[config.mk]
export PLATFORM = sky130hd
export DESIGN_NAME = mat_result_tx_flat
export DESIGN_NICKNAME = d
export VERILOG_FILES = /design/src/rtl/mat_result_tx_if.sv /design/src/rtl/mat_result_tx.sv /design/src/flat_wrapper.sv
export SDC_FILE = /design/constraint.sdc
export NUM_CORES = 1
export LEC_CHECK = 0
export ABC_AREA = 1
export CAP_MARGIN = 40
export CORE_ASPECT_RATIO = 1.25
export CORE_UTILIZATION = 47
export CTS_BUF_LIST = sky130_fd_sc_hd__clkbuf_2
export CTS_CLUSTER_SIZE = 10
export DETAILED_ROUTE_END_ITERATION = 10
export GPL_TIMING_DRIVEN = 0
export PLACE_DENSITY_LB_ADDON = 0.05
export SYNTH_ARGS = -nofsm -noshare
export SYNTH_HDL_FRONTEND = slang
export SYNTH_SLANG_ARGS = --single-unit
[constraint.sdc]
create_clock -name clk -period 1.5 [get_ports clk]
set_input_delay 0.225 -clock clk [delete_from_list [all_inputs] [get_ports clk]]
set_output_delay 0.225 -clock clk [all_outputs]
set_load 0.1 [all_outputs]
[src/rtl/mat_result_tx_if.sv]
// mat_result_tx_if: byte-stream handshake between the result serializer and the UART TX.
//
// Signals:
//   tx_byte   byte currently offered by the master
//   tx_valid  tx_byte is valid
//   tx_ready  slave can accept a byte; a transfer occurs when tx_valid && tx_ready
//
// Modports:
//   master  drives tx_byte/tx_valid, samples tx_ready (mat_result_tx)
//   slave   samples tx_byte/tx_valid, drives tx_ready (UART TX byte interface)

interface mat_result_tx_if;
    logic [7:0] tx_byte;
    logic       tx_valid;
    logic       tx_ready;

    modport master (
        output tx_byte,
        output tx_valid,
        input  tx_ready
    );

    modport slave (
        input  tx_byte,
        input  tx_valid,
        output tx_ready
    );
endinterface

[src/rtl/mat_result_tx.sv]
// mat_result_tx: serializes one 2x2 matrix product into a framed byte stream for the UART.
//
// A start pulse in IDLE captures job_id and c11..c22. The frame is then offered one byte
// at a time on the tx handshake:
//   0xFF, job_id, c11, c12, c21, c22 [, checksum]
// The checksum is the XOR of job_id and c11..c22 (the header is excluded). It is present
// only when the macro MAT_RESULT_TX_CHECKSUM_EN is defined; by default the frame is 6 bytes.
//
// Ports:
//   clk          system clock, rising edge
//   rst          synchronous active-high reset
//   start        one-cycle send request, honoured only in IDLE
//   job_id       job tag, captured on start
//   c11..c22     product elements, captured on start
//   tx           byte-stream master (tx_byte, tx_valid out; tx_ready in)
//   busy         frame in progress (SEND or DONE)
//   done         one-cycle pulse the cycle after the last byte transfers
//   frames_sent  completed frame count, wraps 255 -> 0
//
// All outputs come straight from registers; nothing combinational from start or tx_ready.

module mat_result_tx (
    input  logic                  clk,
    input  logic                  rst,
    input  logic                  start,
    input  logic [7:0]            job_id,
    input  logic [7:0]            c11,
    input  logic [7:0]            c12,
    input  logic [7:0]            c21,
    input  logic [7:0]            c22,
    mat_result_tx_if.master       tx,
    output logic                  busy,
    output logic                  done,
    output logic [7:0]            frames_sent
);

`ifdef MAT_RESULT_TX_CHECKSUM_EN
    localparam int unsigned NumBytes = 7;
`else
    localparam int unsigned NumBytes = 6;
`endif
    localparam logic [2:0] LastIdx = 3'(NumBytes - 1);
    localparam logic [7:0] Header  = 8'hFF;

    typedef enum logic [1:0] {
        StIdle = 2'd0,
        StSend = 2'd1,
        StDone = 2'd2
    } state_e;

    state_e     state_q, state_d;
    logic [2:0] idx_q, idx_d;
    logic [7:0] tx_byte_q, tx_byte_d;
    logic       tx_valid_q, tx_valid_d;
    logic       busy_q, busy_d;
    logic       done_q, done_d;
    logic [7:0] frames_q, frames_d;

    // Frame contents, frozen for the whole frame once start is accepted.
    logic [7:0] job_q, job_d;
    logic [7:0] c11_q, c11_d;
    logic [7:0] c12_q, c12_d;
    logic [7:0] c21_q, c21_d;
    logic [7:0] c22_q, c22_d;
`ifdef MAT_RESULT_TX_CHECKSUM_EN
    logic [7:0] csum_q, csum_d;
`endif

    logic [2:0] idx_inc;
    logic [7:0] next_byte;
    logic       xfer;

    assign idx_inc = idx_q + 3'd1;
    assign xfer    = tx_valid_q && tx.tx_ready;

    // Byte that follows the one currently offered. Index 0 (header) is loaded directly
    // when the frame starts, so it never appears here.
    always_comb begin
        next_byte = 8'h00;
        case (idx_inc)
            3'd1:    next_byte = job_q;
            3'd2:    next_byte = c11_q;
            3'd3:    next_byte = c12_q;
            3'd4:    next_byte = c21_q;
            3'd5:    next_byte = c22_q;
`ifdef MAT_RESULT_TX_CHECKSUM_EN
            3'd6:    next_byte = csum_q;
`endif
            default: next_byte = 8'h00;
        endcase
    end

    always_comb begin
        state_d    = state_q;
        idx_d      = idx_q;
        tx_byte_d  = tx_byte_q;
        tx_valid_d = tx_valid_q;
        busy_d     = busy_q;
        done_d     = 1'b0;
        frames_d   = frames_q;
        job_d      = job_q;
        c11_d      = c11_q;
        c12_d      = c12_q;
        c21_d      = c21_q;
        c22_d      = c22_q;
`ifdef MAT_RESULT_TX_CHECKSUM_EN
        csum_d     = csum_q;
`endif

        unique case (state_q)
            StIdle: begin
                if (start) begin
                    job_d      = job_id;
                    c11_d      = c11;
                    c12_d      = c12;
                    c21_d      = c21;
                    c22_d      = c22;
`ifdef MAT_RESULT_TX_CHECKSUM_EN
                    csum_d     = job_id ^ c11 ^ c12 ^ c21 ^ c22;
`endif
                    idx_d      = 3'd0;
                    tx_byte_d  = Header;
                    tx_valid_d = 1'b1;
                    busy_d     = 1'b1;
                    state_d    = StSend;
                end
            end

            StSend: begin
                // Without a transfer everything holds, which keeps tx_byte stable under
                // backpressure.
                if (xfer) begin
                    if (idx_q == LastIdx) begin
                        tx_valid_d = 1'b0;
                        done_d     = 1'b1;
                        state_d    = StDone;
                    end else begin
                        idx_d     = idx_inc;
                        tx_byte_d = next_byte;
                    end
                end
            end

            StDone: begin
                busy_d   = 1'b0;
                frames_d = frames_q + 8'd1;
                idx_d    = 3'd0;
                state_d  = StIdle;
            end

            default: begin
                tx_valid_d = 1'b0;
                busy_d     = 1'b0;
                idx_d      = 3'd0;
                state_d    = StIdle;
            end
        endcase
    end

    always_ff @(posedge clk) begin
        if (rst) begin
            state_q    <= StIdle;
            idx_q      <= 3'd0;
            tx_byte_q  <= 8'h00;
            tx_valid_q <= 1'b0;
            busy_q     <= 1'b0;
            done_q     <= 1'b0;
            frames_q   <= 8'h00;
            job_q      <= 8'h00;
            c11_q      <= 8'h00;
            c12_q      <= 8'h00;
            c21_q      <= 8'h00;
            c22_q      <= 8'h00;
`ifdef MAT_RESULT_TX_CHECKSUM_EN
            csum_q     <= 8'h00;
`endif
        end else begin
            state_q    <= state_d;
            idx_q      <= idx_d;
            tx_byte_q  <= tx_byte_d;
            tx_valid_q <= tx_valid_d;
            busy_q     <= busy_d;
            done_q     <= done_d;
            frames_q   <= frames_d;
            job_q      <= job_d;
            c11_q      <= c11_d;
            c12_q      <= c12_d;
            c21_q      <= c21_d;
            c22_q      <= c22_d;
`ifdef MAT_RESULT_TX_CHECKSUM_EN
            csum_q     <= csum_d;
`endif
        end
    end

    assign tx.tx_byte  = tx_byte_q;
    assign tx.tx_valid = tx_valid_q;
    assign busy        = busy_q;
    assign done        = done_q;
    assign frames_sent = frames_q;

endmodule

[src/flat_wrapper.sv]
// flat-port wrapper written by rule: the top's interface ports become plain ports
module mat_result_tx_flat 
  (clk, rst, start, job_id, c11, c12, c21, c22, busy, done, frames_sent, tx_tx_byte, tx_tx_valid, tx_tx_ready);
  mat_result_tx_if tx_i ();
  input  logic clk;
  input  logic rst;
  input  logic start;
  input  logic [7:0] job_id;
  input  logic [7:0] c11;
  input  logic [7:0] c12;
  input  logic [7:0] c21;
  input  logic [7:0] c22;
  output logic busy;
  output logic done;
  output logic [7:0] frames_sent;
  output wire logic [$bits(tx_i.tx_byte)-1:0] tx_tx_byte;
  output wire logic [$bits(tx_i.tx_valid)-1:0] tx_tx_valid;
  input wire logic [$bits(tx_i.tx_ready)-1:0] tx_tx_ready;
  assign tx_tx_byte = tx_i.tx_byte;
  assign tx_tx_valid = tx_i.tx_valid;
  assign tx_i.tx_ready = tx_tx_ready;
  mat_result_tx u_core (.clk(clk), .rst(rst), .start(start), .job_id(job_id), .c11(c11), .c12(c12), .c21(c21), .c22(c22), .tx(tx_i), .busy(busy), .done(done), .frames_sent(frames_sent));
endmodule
Word level (Yosys, flattened, before mapping)
Index checks and enable logic that the tools add are counted.
{"block": "word_totals", "word_cells": 58, "out_inout_bits": 19, "reg_bits": 64, "inputBits": 44}
{"block": "classes", "n_addsub": 2, "eq_ne": 12, "n_mux": 19, "reduce_logical": 10, "bitwise_logic": 3}
{"cell": "8-bit case mux with 5 select lines", "count": 1}
{"cell": "8-bit two-way mux", "count": 3}
{"cell": "8-bit case mux with 2 select lines", "count": 1}
{"cell": "3-bit equality test (second input constant)", "count": 3}
{"cell": "3-bit two-way mux", "count": 3}
{"cell": "8-bit by 1-bit adder with 8-bit output (second input constant)", "count": 1}
{"cell": "4-bit AND reduction", "count": 2}
{"cell": "3-bit by 2-bit equality test with 1-bit output (second input constant)", "count": 2}
{"cell": "2-bit two-way mux", "count": 3}
{"cell": "3-bit case mux with 2 select lines", "count": 1}
{"cell": "3-bit AND reduction", "count": 2}
{"cell": "1-bit two-way mux", "count": 4}
{"cell": "2-bit by 1-bit != test with 1-bit output (second input constant)", "count": 2}
{"cell": "2-bit != test (second input constant)", "count": 2}
{"cell": "2-bit case mux with 2 select lines", "count": 1}
{"cell": "2-bit AND reduction", "count": 2}
{"cell": "3-bit by 1-bit adder with 3-bit output (second input constant)", "count": 1}
{"cell": "3-bit by 1-bit equality test with 1-bit output (second input constant)", "count": 1}
{"cell": "1-bit inverter", "count": 3}
{"cell": "1-bit case mux with 3 select lines", "count": 1}
{"cell": "3-bit OR reduction", "count": 1}
{"cell": "2-bit by 1-bit equality test with 1-bit output (second input constant)", "count": 1}
{"cell": "2-bit equality test (second input constant)", "count": 1}
{"cell": "2-bit logical NOT", "count": 1}
{"cell": "other kinds (3)", "count": 3}

Depth between registers and ports, before layout
Gate-level depths: netlist (run 1).
{"block": "depth", "depth_word": 6, "mapped_depth": 11}

Least setup slack after synthesis (run 1)
Ideal clock, no wire load.
{"block": "synth_timing", "path_type": "reg-to-reg", "from": "register u_core.frames_q[1] (netlist: u_core.frames_sent[1])", "to": "register u_core.frames_q[6] (netlist: u_core.frames_sent[6])", "arrival_time_ns": 1.808, "path_slack_ns": -0.427, "path_stages_with_launch": 7, "synth_period_minus_slack_ns": 1.927, "setup_time_ns": 0.119, "n_path_buf": 0, "cell_sequence": "dfxtp_1 ha_1 nand3_1 nor2_1 nand4_1 nand2_1 nor2_1"}
{"block": "synth_between", "elab_chain_cells": 1}
{"element": "start: declaration", "line": "mat_result_tx.sv:57", "rtl": "logic [7:0] frames_q, frames_d;"}
{"element": "start signal: assignment", "line": "mat_result_tx.sv:184", "rtl": "frames_q <= frames_d;"}
{"element": "8-bit by 1-bit adder with 8-bit output", "line": "mat_result_tx.sv:146", "rtl": "frames_d = frames_q + 8'd1;"}
Every way passes these cells.
A chain may end at the register's enable or synchronous reset.

Worst setup path after layout (run 1)
{"block": "layout_timing", "from": "register u_core.idx_q[1]", "to": "register u_core.idx_q[1]"}
{"block": "layout_between", "elab_chain_cells": 4, "word_cells_on_any_way": 7, "classes_between": "add/sub (1); eq/ne (2); mux (3); reduce/logical (1)"}
{"element": "start: declaration", "line": "mat_result_tx.sv:52", "rtl": "logic [2:0] idx_q, idx_d;"}
{"element": "start signal: assignment", "line": "mat_result_tx.sv:179", "rtl": "idx_q <= idx_d;"}
{"element": "3-bit by 1-bit adder with 3-bit output", "line": "mat_result_tx.sv:73", "rtl": "assign idx_inc = idx_q + 3'd1;"}
{"element": "3-bit two-way mux", "line": "mat_result_tx.sv:133", "rtl": "if (idx_q == LastIdx) begin"}
{"element": "3-bit two-way mux", "line": "mat_result_tx.sv:132", "rtl": "if (xfer) begin"}
{"element": "3-bit case mux with 2 select lines", "line": "mat_result_tx.sv:110", "rtl": "unique case (state_q)"}
Several ways; a longest one is shown, not always the timed one. The select of a mux whose other input is x is not followed.

==> results.toml, run 1 <==
[synth]
synth_top_area_share_pct = 44.0
synthesis.nets = 470
synth.distinct_cells = 23
synth-edff-count = 0
ys_ff_latch = 64
synth_area_per_cell_um2 = 6.94
ys.flop_type = "dfxtp_1"
yosysWarnings = 0
synth_cells = 420
synthTopCellsByArea = "dfxtp_1 44%, nor2_1 14%, nand2_1 7.5%, o21ai_0 7.4%, nand3_1 5.7%"
async_flop_share_pct = 0
synth_area_mm2 = 0.00291
netlist.top_cell.by_area = "dfxtp_1"
seq_area_frac_synth_pct = 44.0

[global_route]
grt_pass1_wl_um = 12500
overflow = 0
grt_max_degree = 11
antenna_found_initial = 0
grt.total_usage_pct = 25.0
grt_pass1_vias = 2733

[layout]
drive_above_1_share_pct = 22.3
stdcell_count = 594
final-seq-area_mm2 = 0.00132
fillers = 525
final_cell_mix = "107 x nor2_1, 54 x nand2_1, 43 x o21ai_0, 42 x clkdlybuf4s50_1, 42 x dfxtp_1"
multi_input_area_mm2 = 0.00145
nets = 557
area_growth_pct = 43.2
insertedDiodeCount = 0
final_common_cell = "nor2_1"

[route]
wire_per_inst_um = 13.0
ant_nets = 0
drtIter0Drc = 198
drc = 0
totalWireLength_um = 7700
drt_first_pass_iters = 4
viasPerCell = 4.95
vias = 2940

[clocking]
clock_sinks = 64
clk_path_buf_depth = 2
clk-insertion-delay-late_ns = 0.50
clockRootBuffer = "clkbuf_2"
numCtsBuffers = 9
htreeDepth = 3
clkTransAtPathRegs_ns = 0.18
cts_tree = "built"

[placed_design]
place_congestion = 0.888
place_hpwl_um = 5460
numPortBuffers = 61
dp.cells = 582
dp_slack_ns = -0.161

[critical_path]
reg2reg_slack_ns = -0.01
rr_worst_depth = 8
cpPeakStageDelay_ns = 0.42
path_delay_family = "flip-flops"
crit_path_frequent_cell = "nand2_1"
critical_path_depth = 8
startpoint_type = "register"
crit_path_top_delay_cell = "dfxtp_4"
rr_endpoint = "u_core.idx_q[1]"
required_ns = 1.92
endpoint_kind = "register"
setup.worst_path.class = "reg -> reg"
worstPathCellList = "inv_1, ha_4, nand2_1, nand2_2, nor2_4, buf_4, nand2_1, a21oi_1"
r2r-start = "u_core.idx_q[1]"
cp_data_arrival_time_ns = 1.93
crit_buf_inv = 2
crit_path_max_fanout = 5

[worst_hold_path]
hold_class = "in -> reg"
min-delay-start = "rst"
whs_path_depth = 4
hold_path_end = "u_core.tx.tx_byte[4]"

[sta]
rsz0062_at_grt = "true"
slew_viol_final = 0
relSlewSlack_pct = 63.0
tightest_slew_ns = 0.555
fmax_mhz = 662
skew_ns = 0.0290
period_share_pct = 101
setup_viol = 1
fin_setup_tns_ns = -0.0110
fin_crit_ns = 1.51
hold_violations = 0
layout_setup_ws_ns = -0.0110

[floorplanning]
die_w_um = 72.4
die_h_um = 90.0
core_area_mm2 = 0.00590
start_util_pct = 49.4
num_rows = 31
dieArea_mm2 = 0.00652
num_io_pins = 63

[status]
status = "finished with violations"
violations = "setup timing"

[job]
maxCapViolCount = 0

[pwr]
p_per_area_mw_per_mm2 = 904
leakagePower_uw = 0.00183
total_power_uw = 3770
peakVddDrop_uv = 507
## Yosys cell counts (all sizes together) (2+ instances only)
cell      n
nor3      2
dfxtp    64
a31oi     2
nor2    113
o21ai    43
buf      11
inv      43
ha        6
clkbuf   10
nand3    36
nand2    63
a21oi    15
nand4    11
## cell families after synthesis
kind of cell	Yosys count	share of synthesized area, %
simple gates	225	33.0
buf+inv	64	9.79
flops	64	44.0
compound gates	61	10.6
fa+ha+maj	6	2.58
## area by class of cell
| class | instances | area share (%) |
|---|---|---|
| Timing Repair Buffer | 78 | 22.4 |
| Tap cell | 82 | 2.46 |
| Inverter | 43 | 3.87 |
| Clock buffer | 11 | 1.32 |
| Multi-Input combinational cell | 292 | 34.7 |
| Sequential cell | 64 | 31.7 |
| Buffer | 19 | 3.00 |
| Clock inverter | 5 | 0.570 |
## registers in the layout, summed over array words and instances (netlist names), 3 cells and up
register	cells
u_core.c21_q	8
u_core.tx.tx_byte	8
u_core.c22_q	8
u_core.c11_q	8
u_core.c12_q	8
u_core.idx_q	3
u_core.frames_sent	8
u_core.job_q	8
## worst max-delay path by stage
| stage | startpoint | endpoint | slack (ns) |
|---|---|---|---|
| after floorplan | u_core.frames_sent[1] | u_core.frames_sent[6] | -0.04 |
| after global placement | u_core.frames_sent[4] | frames_sent[4] | -0.25 |
| after detailed placement | start | u_core.c21_q[4] | -0.16 |
| after CTS | u_core.idx_q[0] | u_core.tx.tx_byte[3] | 0.002 |
| after global routing | u_core.idx_q[1] | u_core.tx.tx_byte[3] | -0.09 |
| final | u_core.idx_q[1] | u_core.idx_q[1] | -0.01 |
## stage by stage
step,hold slack [ns],utilization (%),cell area (µm²)
floorplan,0.392,-,2930
global placement,0.443,61.7,3640
detailed placement,0.452,66.6,3930
CTS,0.0391,69.2,4080
global route,0.0478,70.8,4170
finish,0.0611,70.8,4170
## per-layer routing
layer / global-route usage [%] / vias to the layer above / wire (µm)
li1: - / 1511 / -
met5: 0 / - / 0
met4: 13.1 / 0 / 271
met3: 5.04 / 24 / 296
met2: 42.3 / 90 / 3980
met1: 29.2 / 1315 / 3150
## tightest hold or removal path: cells and delay by family
| kind | cells | cell delay [ns] |
|---|---|---|
| simple gates | 2 | 0.12 |
| buf+inv | 2 | 0.21 |
## what timing repair did
| item | 4_1_cts | 5_1_grt |
|---|---|---|
| hold buffers | 0 | 0 |
| gates resized for setup | 71 | 31 |
| pin swaps | 4 | 9 |
| buffers inserted | 3 | 7 |
| cloned | 1 | 1 |
| endpoints found under the setup margin | 30 | 63 |
## power by group
part           internal (µW)  total [µW]  switching (µW)
Clock                    216         827             611
Sequential              1840        1930            90.8
Combinational            422        1020             595
Total                   2470        3770            1300
(Power assumes the default switching activity.)
==> run 2, diff against run 1 <==
Settings changed: CORE_UTILIZATION 47 to 52, CTS_CLUSTER_SIZE 10 to 30.
Clock period 1.5 ns to 1.7 ns, I/O delays scaled along.
==> run 2 against run 1 <==
Effect of this change: the flow now finishes without violations; sequential share of layout area is 1.1 points higher; critical path type unchanged; clock-buffer cell count is 1 lower; non-clock buffer count is 4 lower.
==> results.toml, run 2 (same netlist as run 1, synthesis figures left out) <==
[layout]
final_common_cell = "nor2_1"
final_cell_mix = "110 x nor2_1, 58 x nand2_1, 51 x dfxtp_1, 43 x o21ai_0, 42 x clkdlybuf4s50_1"
multi_input_area_mm2 = 0.00136
fin_util_pct = 73.9
fillers = 453
final-seq-area_mm2 = 0.00131
stdcell_count = 569
area_growth_pct = 37.1
insertedDiodeCount = 0
nets = 553
final_area_mm2 = 0.00400
drive_above_1_share_pct = 14.1

[placed_design]
place_congestion = 0.881
place_hpwl_um = 5730
dp.cells = 564
numPortBuffers = 61
placed_area_mm2 = 0.00389

[sta]
rsz0062_at_grt = "false"
fmax_mhz = 628
setup_viol = 0
period_share_pct = 93.7
fin_crit_ns = 1.59
hold_violations = 0
tightest_slew_ns = 0.519
skew_ns = 0.0303
relSlewSlack_pct = 65.4
slew_viol_final = 0

[job]
maxCapViolCount = 0

[pwr]
leakagePower_uw = 0.00178
p_per_area_mw_per_mm2 = 805
peakVddDrop_uv = 540

[floorplanning]
dieArea_mm2 = 0.00591
die_h_um = 85.7
core_area_mm2 = 0.00541
die_w_um = 69.0
num_rows = 30
start_util_pct = 53.9
num_io_pins = 63

[clocking]
clockRootBuffer = "clkbuf_2"
htreeDepth = 3
cts_tree = "built"
clock_sinks = 64
numCtsBuffers = 9
clk-insertion-delay-late_ns = 0.49
clkTransAtPathRegs_ns = 0.18
clk_path_buf_depth = 2
cts_hold_buf = 0

[critical_path]
setup.worst_path.class = "reg -> reg"
cp_data_arrival_time_ns = 1.99
cpPeakStageDelay_ns = 0.41
path_delay_family = "simple AND/OR/NAND/NOR gates"
crit_buf_inv = 3
crit_path_max_fanout = 10
crit_path_top_delay_cell = "dfxtp_4"
endpoint_kind = "register"
required_ns = 2.10
worstPathCellList = "ha_2, inv_1, nand2_4, nand2_4, buf_8, nand3_1, nand2_1, nor2_1, nand3_1, nand2_1, inv_1"
startpoint_type = "register"

[route]
viasPerCell = 5.16
totalWireLength_um = 7510
wire_per_inst_um = 13.2
ant_nets = 0
drc = 0
drt_first_pass_iters = 4
drtIter0Drc = 191
vias = 2936

[global_route]
grt_pass1_wl_um = 12300
grt_max_degree = 11
grt.total_usage_pct = 28.3
grt_pass1_vias = 2767
antenna_found_initial = 0
overflow = 0

[worst_hold_path]
hold_class = "in -> reg"

[status]
status = "finished, final reports clean"
-- run 2: area by class of cell --
class                      count  share of cell area (%)
clock buffer                  10                    1.25
multi-input combinational    292                    34.1
timing repair buffer          73                    22.5
tap                           64                    2.00
sequential                    64                    32.7
buffer                        20                    3.01
inverter                      43                    4.04
clock inverter                 3                   0.313
-- run 2: final timing paths --
check | start | end | slack, ns | cells after the start
max | u_core.idx_q[0] | u_core.tx.tx_byte[4] | 0.11 | 11
min | rst | u_core.tx.tx_byte[1] | 0.12 | 4
max reg2reg | u_core.idx_q[0] | u_core.tx.tx_byte[4] | 0.11 | 11
min reg2reg | u_core.c11_q[0] | u_core.c11_q[0] | 0.46 | 2
-- run 2: routing by layer --
layer / up-vias / share of wire (%) / GRT usage (%)
met5: - / 0 / 0
met4: 0 / 2.6 / 12.8
met3: 17 / 3.8 / 5.72
met2: 78 / 52 / 48.6
met1: 1339 / 41 / 32.6
li1: 1502 / - / -
-- run 2: per-stage QoR --
| stage | setup slack, ns | power, µW | hold WS (ns) | TNS (ns) |
|---|---|---|---|---|
| after CTS | 0.0247 | 3210 | 0.112 | 0 |
| after global routing | 0.0110 | 3390 | 0.123 | 0 |
| after global placement | -0.164 | 2450 | 0.440 | -0.467 |
| final | 0.108 | 3220 | 0.119 | 0 |
| after detailed placement | -0.00917 | 2570 | 0.448 | -0.0107 |
| after floorplan | 0.0797 | 2220 | 0.422 | 0 |
-- run 2: tightest hold or removal path, delay by kind of cell --
family / cells / cell delay, ns
buffers and inverters: 2 / 0.20
AND/OR/NAND/NOR: 2 / 0.12
-- run 2: repair_timing --
action | 4_1_cts | 5_1_grt
setup buffers | 2 | 2
gates resized for setup | 36 | 8
pin swaps | 0 | 1
setup endpoints to repair | 19 | 11
-- run 2: report_power, final --
group	leakage (µW)	internal, µW	switching (µW)
Sequential	0.000535	1620	73.7
Combinational	0.00120	349	512
Clock	0.0000486	164	499
==> run 3, diff against run 2 <==
Settings changed: CORE_UTILIZATION 52 to 56.
Clock period 1.7 ns to 2.03 ns, I/O delays scaled along.
==> run 3 against run 2 <==
Effect of this change: power decreased by 11%; die area fell by 7.0%; register-to-register slack improved by 0.24 ns; final cell count grew 1.6%.
==> results.toml, run 3 (same netlist as run 1, synthesis figures left out) <==
[pwr]
peakVddDrop_uv = 492
total_power_uw = 2860
p_per_area_mw_per_mm2 = 714
leakagePower_uw = 0.00176

[sta]
relSlewSlack_pct = 67.4
tightest_slew_ns = 0.489
setup_viol = 0
hold_violations = 0
slew_viol_final = 0
skew_ns = 0.0203
fin_crit_ns = 1.97
layout_setup_ws_ns = 0.0586
fmax_mhz = 507
period_share_pct = 97.1
fin_setup_tns_ns = 0

[worst_hold_path]
min-delay-start = "rst"
hold_class = "in -> reg"
hold_path_end = "u_core.tx.tx_byte[6]"
whs_path_depth = 4

[clocking]
clockRootBuffer = "clkbuf_2"
htreeDepth = 3
clkTransAtPathRegs_ns = 0.18
clock_sinks = 64
cts_tree = "built"
cts_hold_buf = 0
post-cts-setup-buffers = 0
clk-insertion-delay-late_ns = 0.48
clk_path_buf_depth = 2
numCtsBuffers = 9

[floorplanning]
start_util_pct = 57.8
die_w_um = 66.5
die_h_um = 82.7
num_rows = 29
dieArea_mm2 = 0.00550
core_area_mm2 = 0.00504
num_io_pins = 63

[route]
wire_per_inst_um = 12.5
drt_first_pass_iters = 4
ant_nets = 0
drtIter0Drc = 201
drc = 0
vias = 2952
totalWireLength_um = 7230
viasPerCell = 5.11

[layout]
insertedDiodeCount = 0
final_common_cell = "nor2_1"
final_cell_mix = "111 x nor2_1, 61 x clkdlybuf4s50_1, 61 x dfxtp_1, 58 x nand2_1, 43 x o21ai_0"
final_area_mm2 = 0.00400
drive_above_1_share_pct = 11.6
area_growth_pct = 37.2
nets = 561

[critical_path]
cp_data_arrival_time_ns = 1.67
r2r-start = "u_core.idx_q[1]"
startpoint_type = "register"
crit_path_max_fanout = 5
cpPeakStageDelay_ns = 0.54
worstPathCellList = "clkdlybuf4s50_1, buf_8"
crit_buf_inv = 2
endpoint_kind = "output port"
path_delay_family = "buffers and inverters"
required_ns = 1.73
setup.worst_path.class = "reg -> out"
reg2reg_slack_ns = 0.35
rr_worst_depth = 9
crit_path_top_delay_cell = "clkdlybuf4s50_1"
rr_endpoint = "u_core.tx.tx_byte[7]"

[global_route]
overflow = 0
grt_max_degree = 11
antenna_found_initial = 0
grt_pass1_wl_um = 11300
grt.total_usage_pct = 27.8
grt_pass1_vias = 2559

[placed_design]
numPortBuffers = 61
placed_area_mm2 = 0.00389
dp_slack_ns = 0.258
place_congestion = 0.875
place_hpwl_um = 5530

[status]
status = "finished, final reports clean"

[job]
maxCapViolCount = 0
## run 3: layout make-up
cell class	count	area (µm²)
clock inverter	4	45.0
multi-input combinational	292	1350
timing repair buffer	80	896
tap	62	77.6
buffer	21	124
inverter	43	161
sequential	64	1290
clock buffer	12	60.1
fill	386	1040
## run 3: metrics by stage
stage          instances  util [%]  hold WS [ns]
2_1_floorplan        420         -         0.429
3_3_place_gp         543      71.4         0.441
3_5_place_dp         562      77.1         0.448
4_1_cts              578      79.2         0.142
5_1_grt              578      79.3         0.144
6_report             578      79.3         0.162
## run 3: routing by layer
layer / up-vias / wire length [µm] / track usage, %
li1: 1519 / - / -
met1: 1352 / 2990 / 31.4
met2: 68 / 3800 / 49.7
met3: 13 / 256 / 4.53
met4: 0 / 181 / 14.5
met5: - / 0 / 0
## run 3: power breakdown
group          internal [µW]  leakage (µW)  total [µW]  switching, µW
Combinational            285       0.00115         710            425
Sequential              1360      0.000530        1410           58.5
Clock                    295     0.0000757         733            439
Total                   1930       0.00176        2860            922
## run 3: worst max path at each step
stage	slack, ns	cells after the start	from	to
final	0.06	2	u_core.frames_sent[3]	frames_sent[3]
after global routing	-0.02	2	u_core.frames_sent[3]	frames_sent[3]
after CTS	0.006	2	u_core.frames_sent[5]	frames_sent[5]
after detailed placement	0.26	6	start	u_core.c12_q[5]
after global placement	0.12	1	u_core.frames_sent[4]	frames_sent[4]
after floorplan	0.10	6	u_core.frames_sent[1]	u_core.frames_sent[6]
## run 3: worst register-to-register path, stage by stage, from the launching register on
cell	delay, ns
dfxtp_1	0.44
inv_1	0.09
ha_1	0.25
nand4_1	0.19
nand2_1	0.09
nor2_2	0.30
nor2_1	0.07
nor2_1	0.09
nand2_1	0.06
inv_1	0.06
## run 3: repair_timing
item,CTS,global route
pin swaps,0,0
setup endpoints to repair,1,3
gates resized for setup,1,3
